<file path="config.mk">
export PLATFORM = sky130hd
export DESIGN_NAME = data_reg_bank_reader
export DESIGN_NICKNAME = d
export VERILOG_FILES = /design/src/rtl/data_reg_bank_pkg.sv /design/src/rtl/drb_read_mux.sv /design/src/rtl/data_reg_bank_reader.sv
export SDC_FILE = /design/constraint.sdc
export NUM_CORES = 1
export LEC_CHECK = 0
export ABC_AREA = 1
export CAP_MARGIN = 20
export CORE_UTILIZATION = 42
export DETAILED_ROUTE_END_ITERATION = 8
export GPL_TIMING_DRIVEN = 0
export PLACE_DENSITY = 0.8
export SLEW_MARGIN = 20
export SYNTH_ARGS = -nofsm -noshare
export SYNTH_HDL_FRONTEND = slang
export SYNTH_SLANG_ARGS = --single-unit
</file>
<file path="constraint.sdc">
create_clock -name clk -period 1.8 [get_ports clk]
set_input_delay 0.36 -clock clk [delete_from_list [all_inputs] [get_ports clk]]
set_output_delay 0.36 -clock clk [all_outputs]
set_load 0.01 [all_outputs]
</file>
<file path="src/rtl/data_reg_bank_pkg.sv">
// -----------------------------------------------------------------------------
// data_reg_bank_pkg
// Shared definitions for consumers of the 4-entry 32-bit data register bank.
//   DATA_W / NUM_REGS / ADDR_W : bank geometry
//   CNT_W                      : width of a beat counter able to hold NUM_REGS
//   drb_state_e                : reader FSM encoding (IDLE / SEND / DONE)
//   decode_run_len()           : run length decode, 0 encodes a full NUM_REGS run
// -----------------------------------------------------------------------------
package data_reg_bank_pkg;

  localparam int DATA_W   = 32;
  localparam int NUM_REGS = 4;
  localparam int ADDR_W   = 2;
  localparam int CNT_W    = ADDR_W + 1;

  typedef enum logic [1:0] {
    IDLE = 2'd0,
    SEND = 2'd1,
    DONE = 2'd2
  } drb_state_e;

  // A zero length field means a full pass over the bank.
  function automatic logic [CNT_W-1:0] decode_run_len(input logic [ADDR_W-1:0] len);
    logic [CNT_W-1:0] cnt;
    if (len == {ADDR_W{1'b0}}) begin
      cnt = CNT_W'(NUM_REGS);
    end else begin
      cnt = {1'b0, len};
    end
    return cnt;
  endfunction

endpackage : data_reg_bank_pkg

</file>
<file path="src/rtl/drb_read_mux.sv">
// -----------------------------------------------------------------------------
// drb_read_mux
// Combinational NUM_REGS:1 selector over a flattened bank image.
// Entry i occupies bits [i*DATA_W +: DATA_W] of data_flat_i.
// Ports:
//   data_flat_i : NUM_REGS*DATA_W  flattened bank entries (live or snapshot)
//   sel_i       : ADDR_W           entry index
//   data_o      : DATA_W           selected entry
// -----------------------------------------------------------------------------
module drb_read_mux #(
  parameter int DATA_W   = 32,
  parameter int NUM_REGS = 4,
  parameter int ADDR_W   = 2
) (
  input  logic [NUM_REGS*DATA_W-1:0] data_flat_i,
  input  logic [ADDR_W-1:0]          sel_i,
  output logic [DATA_W-1:0]          data_o
);

  assign data_o = data_flat_i[int'(sel_i)*DATA_W +: DATA_W];

endmodule : drb_read_mux

</file>
<file path="src/rtl/data_reg_bank_reader.sv">
// -----------------------------------------------------------------------------
// data_reg_bank_reader
// Streams a contiguous, wrapping run of data register bank entries onto a
// valid/ready interface, one entry per beat, flags the final beat and pulses
// done once the run has been fully accepted.
//
// Ports:
//   clk, rst_n            : clock (rising edge), async active-low reset
//   bank_in0..bank_in3    : parallel bank entries
//   start                 : run request, honoured only in IDLE
//   start_addr            : first entry of the run
//   run_len               : beat count, 0 encodes NUM_REGS
//   dout, dout_addr       : current beat data and its bank index
//   dout_valid/dout_ready : stream handshake
//   dout_last             : current beat is the last of the run
//   busy                  : run in progress (SEND or DONE)
//   done                  : one-cycle pulse after the last beat transfers
//
// Build option DRB_READER_SNAPSHOT_EN: when defined, the whole bank is
// captured when a run is accepted and every beat is served from that copy.
// When undefined, the pending beat is re-registered from the live bank each
// stall cycle, so a bank write during a stall is reflected on dout.
// -----------------------------------------------------------------------------
module data_reg_bank_reader
  import data_reg_bank_pkg::*;
(
  input  logic              clk,
  input  logic              rst_n,
  input  logic [DATA_W-1:0] bank_in0,
  input  logic [DATA_W-1:0] bank_in1,
  input  logic [DATA_W-1:0] bank_in2,
  input  logic [DATA_W-1:0] bank_in3,
  input  logic              start,
  input  logic [ADDR_W-1:0] start_addr,
  input  logic [ADDR_W-1:0] run_len,
  output logic [DATA_W-1:0] dout,
  output logic [ADDR_W-1:0] dout_addr,
  output logic              dout_valid,
  input  logic              dout_ready,
  output logic              dout_last,
  output logic              busy,
  output logic              done
);

  drb_state_e                 state_q, state_d;
  logic [ADDR_W-1:0]          rd_ptr_q, rd_ptr_d;
  logic [CNT_W-1:0]           rem_q, rem_d;
  logic [DATA_W-1:0]          dout_q, dout_d;
  logic [ADDR_W-1:0]          dout_addr_q, dout_addr_d;
  logic                       dout_valid_q, dout_valid_d;
  logic                       dout_last_q, dout_last_d;
  logic                       busy_q, busy_d;
  logic                       done_q, done_d;

  logic [NUM_REGS*DATA_W-1:0] live_flat_s;
  logic [NUM_REGS*DATA_W-1:0] mux_src_s;
  logic [ADDR_W-1:0]          ptr_inc_s;
  logic [ADDR_W-1:0]          sel_ptr_s;
  logic [DATA_W-1:0]          mux_data_s;
  logic [CNT_W-1:0]           len_dec_s;
  logic                       xfer_s;

  assign live_flat_s = {bank_in3, bank_in2, bank_in1, bank_in0};
  assign xfer_s      = dout_valid_q & dout_ready;
  // ADDR_W-bit add wraps NUM_REGS-1 back to 0 because NUM_REGS is a power of two.
  assign ptr_inc_s   = rd_ptr_q + ADDR_W'(1);
  assign len_dec_s   = decode_run_len(run_len);

  // Entry that will be on dout after the next edge: the first entry when a
  // run starts, the next entry on a transfer, the same entry while stalled.
  assign sel_ptr_s = (state_q == IDLE) ? start_addr :
                     (xfer_s ? ptr_inc_s : rd_ptr_q);

`ifdef DRB_READER_SNAPSHOT_EN
  logic [NUM_REGS*DATA_W-1:0] snap_q, snap_d;

  // Snapshot next-state: capture the whole bank when a run is accepted.
  always_comb begin
    if ((state_q == IDLE) && start) begin
      snap_d = live_flat_s;
    end else begin
      snap_d = snap_q;
    end
  end

  // Snapshot storage.
  always_ff @(posedge clk or negedge rst_n) begin
    if (!rst_n) begin
      snap_q <= {(NUM_REGS*DATA_W){1'b0}};
    end else begin
      snap_q <= snap_d;
    end
  end

  // First beat comes from the live bank (snapshot loads on the same edge),
  // every later beat from the snapshot.
  assign mux_src_s = (state_q == IDLE) ? live_flat_s : snap_q;
`else
  assign mux_src_s = live_flat_s;
`endif

  drb_read_mux #(
    .DATA_W   (DATA_W),
    .NUM_REGS (NUM_REGS),
    .ADDR_W   (ADDR_W)
  ) u_read_mux (
    .data_flat_i (mux_src_s),
    .sel_i       (sel_ptr_s),
    .data_o      (mux_data_s)
  );

  // FSM next-state and registered-output next values.
  always_comb begin
    state_d      = state_q;
    rd_ptr_d     = rd_ptr_q;
    rem_d        = rem_q;
    dout_d       = dout_q;
    dout_addr_d  = dout_addr_q;
    dout_valid_d = dout_valid_q;
    dout_last_d  = dout_last_q;
    busy_d       = busy_q;
    done_d       = 1'b0;

    case (state_q)
      IDLE: begin
        if (start) begin
          rd_ptr_d     = start_addr;
          rem_d        = len_dec_s;
          dout_d       = mux_data_s;
          dout_addr_d  = start_addr;
          dout_last_d  = (len_dec_s == CNT_W'(1));
          dout_valid_d = 1'b1;
          busy_d       = 1'b1;
          state_d      = SEND;
        end else begin
          state_d = IDLE;
        end
      end

      SEND: begin
        if (xfer_s) begin
          rd_ptr_d = ptr_inc_s;
          rem_d    = rem_q - CNT_W'(1);
          if (rem_q == CNT_W'(1)) begin
            dout_valid_d = 1'b0;
            dout_last_d  = 1'b0;
            done_d       = 1'b1;
            state_d      = DONE;
          end else begin
            dout_d      = mux_data_s;
            dout_addr_d = ptr_inc_s;
            dout_last_d = (rem_q == CNT_W'(2));
          end
        end else begin
          // Stall: re-register the pending entry (live or snapshot source).
          dout_d = mux_data_s;
        end
      end

      DONE: begin
        busy_d  = 1'b0;
        state_d = IDLE;
      end

      default: begin
        dout_valid_d = 1'b0;
        dout_last_d  = 1'b0;
        busy_d       = 1'b0;
        state_d      = IDLE;
      end
    endcase
  end

  // State, counters and output registers.
  always_ff @(posedge clk or negedge rst_n) begin
    if (!rst_n) begin
      state_q      <= IDLE;
      rd_ptr_q     <= {ADDR_W{1'b0}};
      rem_q        <= {CNT_W{1'b0}};
      dout_q       <= {DATA_W{1'b0}};
      dout_addr_q  <= {ADDR_W{1'b0}};
      dout_valid_q <= 1'b0;
      dout_last_q  <= 1'b0;
      busy_q       <= 1'b0;
      done_q       <= 1'b0;
    end else begin
      state_q      <= state_d;
      rd_ptr_q     <= rd_ptr_d;
      rem_q        <= rem_d;
      dout_q       <= dout_d;
      dout_addr_q  <= dout_addr_d;
      dout_valid_q <= dout_valid_d;
      dout_last_q  <= dout_last_d;
      busy_q       <= busy_d;
      done_q       <= done_d;
    end
  end

  assign dout       = dout_q;
  assign dout_addr  = dout_addr_q;
  assign dout_valid = dout_valid_q;
  assign dout_last  = dout_last_q;
  assign busy       = busy_q;
  assign done       = done_q;

endmodule : data_reg_bank_reader

</file>
==> reports/results.txt <==
Status - complete, no violations
Synth top area share - 0.299
Port Buffers - 173
Most frequent cells after synthesis - nand2_1 (215), nand3_1 (162), inv_1 (73)
Post-CTS resize count - 0
Detail Route Antenna Nets - 0
Critical path depth - 1
Reg power frac - 0.459
Crit path launch type - flip-flop
IO Pins - 174
Crit path required time - 1440 ps
Max clock buf depth - 2
Switching Share - 0.250
Die area - 0.00936 mm2
Die Wd - 96.7 um
WL/cell - 13.7 um
Clock buffer count from CTS - 5
Fin. Hold Viols - 0
R2R Setup Slk - 190 ps
Postcts setup bufs - 0
P&R area growth vs syn - 52.8%
Data arrival time of the worst path - 1370 ps
Total wire length - 11900 um
Cell Area, Synth - 0.00377 mm2
Final setup viols - 0
Max FO, Critical Path - 5
Worst reg2reg path depth - 9
Synth Register Bits - 45
Grt ovf - 0
Vias in the first global route - 4077
Clk sinks - 45
Via-per-instance ratio - 5.10
RSZ-0062 raised after global routing - no
Worst hold slack - 12.9 ps
Cell taking the most area after synthesis - dfrtp_1
H-tree depth - 2
Hold Crit Class - input port to async pin
Crit-path leading delay family - buffers and inverters
Slowest-stage cell, CP - clkdlybuf4s50_1
Critical path's largest stage delay - 580 ps
FP Rows - 34
Final Critical Period - 1730 ps
Peak supply drop - 0.000280 V
Slew @ Worst Pin - 492 ps
Total GRT Usage - 0.253
Tcrit/Tclk final - 0.961
CTS tree - done
First-pass GRT wire length - 19400 um
Die Span Y - 96.7 um
Post-synthesis sequential area ratio - 0.299
Crit path buffers/inverters - 1
Cell Count, Final, Fillers Out - 868
Clk pwr share - 0.287
Comb pwr share - 0.253
Synth warn - 0
Max capacitance violation total - 0
Top FF cell, synth - dfrtp_1
Initial antenna violation count - 0
Switching pwr - 0.583 mW
DP Cell Count - 860
Post-route setup TNS - 0 ps
Later-pin clock latency in the skew report - 300 ps
Count leader, synth - nand2_1
CORE AREA - 0.00872 mm2
Crit path kind - flip-flop to output pin
Hpwl dp - 9420 um
Starting Density - 0.432
CP Capture Type - output pin
Post-synthesis instance total - 578
Clk root buf - clkbuf_8
Layout cells sized above 1 - 0.0934
Reg clk slew, reported paths - 90 ps
Async set or reset register ratio after synthesis - 1.00
Area contributors post-synth - dfrtp_1 (30%), nand3_1 (22%), nand2_1 (21%), inv_1 (7.3%), buf_6 (6.3%)
Final layout net count - 898
# hold bufs at CTS - 0
Netlist cell types - 28
Lkg Pwr - 2.99 nW
Inserted Diodes - 0
Syn Nets - 717
Power Density - 404 mW/mm2
DRT Pass-1 Iters - 6
Mean area per synthesized cell - 6.52 um2
Initial DRC Count - 197
Drt drc - 0
Max Slew Vio Count - 0
Post-synth EDFFs - 0
Clock skew - 5.35 ps
Largest net degree at the start of global routing - 27
Vias post-DR - 4426
RD Place Congestion - 0.979
Achievable frequency - 578 MHz
Pint - 1.75 mW
Normalized max-slew margin - 0.672
Worst path cell trace - clkdlybuf4s50_1
[cells in the final DEF (no fill, tap or decap), types with 2 or more instances in the layout]
cell type,Yosys,routed
nand2_8,3,3
inv_2,4,4
nand3_1,162,162
dfrtp_1,45,45
clkdlybuf4s50_1,0,171
clkbuf_4,0,3
buf_4,9,9
buf_6,21,21
nand2_2,4,5
o21ai_0,5,5
ha_1,3,3
clkbuf_8,0,6
nor2_1,3,3
nor3_1,2,2
nand2_1,215,214
o211ai_1,2,2
nand2_4,5,5
buf_2,6,4
nand3_4,3,3
inv_1,73,73
o221ai_1,2,2
o22ai_1,2,2
[worst paths after layout]
path / end / startpoint
min in group clk: dout[8] / dout[8]
max in group asynchronous: dout[18] / rst_n
max reg2reg: dout[21] / rem_q[1]
min: dout[29] / rst_n
min reg2reg: dout[8] / dout[8]
max: dout_valid / dout_valid
[registers in the layout, indices dropped and copies added, names as in the netlist]
register,flops
busy,1
done,1
dout,32
dout_addr,2
dout_last,1
dout_valid,1
rd_ptr_q,2
rem_q,3
state_q,2
[metrics by stage]
step / total power, mW / setup slack, ps / util / instance area (um2)
after floorplan: 1.24 / 424 / - / 3770
after global placement: 1.67 / -918 / 0.646 / 5640
after detailed placement: 1.68 / -278 / 0.648 / 5650
after CTS: 2.36 / 35.2 / 0.659 / 5750
after global routing: 2.46 / 0.635 / 0.660 / 5760
final: 2.33 / 70.5 / 0.660 / 5760
[cells by family (layout without fill, tap and decap cells)]
kind of cell             count (synthesis)  count (layout)  synth area share
AO/OA/AOI/OAI                           14              14            0.0252
XOR/XNOR                                 1               1           0.00232
adder cells (fa/ha/maj)                  3               3           0.00996
buffers and inverters                  115             297             0.170
flip-flops                              45              45             0.299
AND/OR/NAND/NOR                        400             400             0.494
[per-layer routing]
metal | vias up | share of wire | global-route usage
met3 | 19 | 0.073 | 0.0455
met1 | 2026 | 0.42 | 0.331
met4 | 0 | 0.021 | 0.0792
met2 | 196 | 0.48 | 0.421
li1 | 2185 | - | -
met5 | - | 0 | 0
[power groups by stage]
| stage | Sequential (mW) | Combinational, mW | Clock, mW |
|---|---|---|---|
| after global placement | 1.09 | 0.582 | 0 |
| after global routing | 1.07 | 0.641 | 0.743 |
| after floorplan | 1.10 | 0.138 | 0 |
| final | 1.07 | 0.590 | 0.669 |
| after CTS | 1.07 | 0.594 | 0.694 |
| after detailed placement | 1.09 | 0.593 | 0 |
[cell type report]
class / instances / area (um2)
fillers: 747 / 2960
multi-input cells: 418 / 2000
repair buffers: 174 / 1750
flip-flops and latches: 45 / 1130
plain buffers: 36 / 342
inverters: 79 / 307
well taps: 108 / 135
clock buffers: 6 / 82.6
clock inverters: 2 / 13.8
No activity file was read; power rests on OpenSTA's default activity.
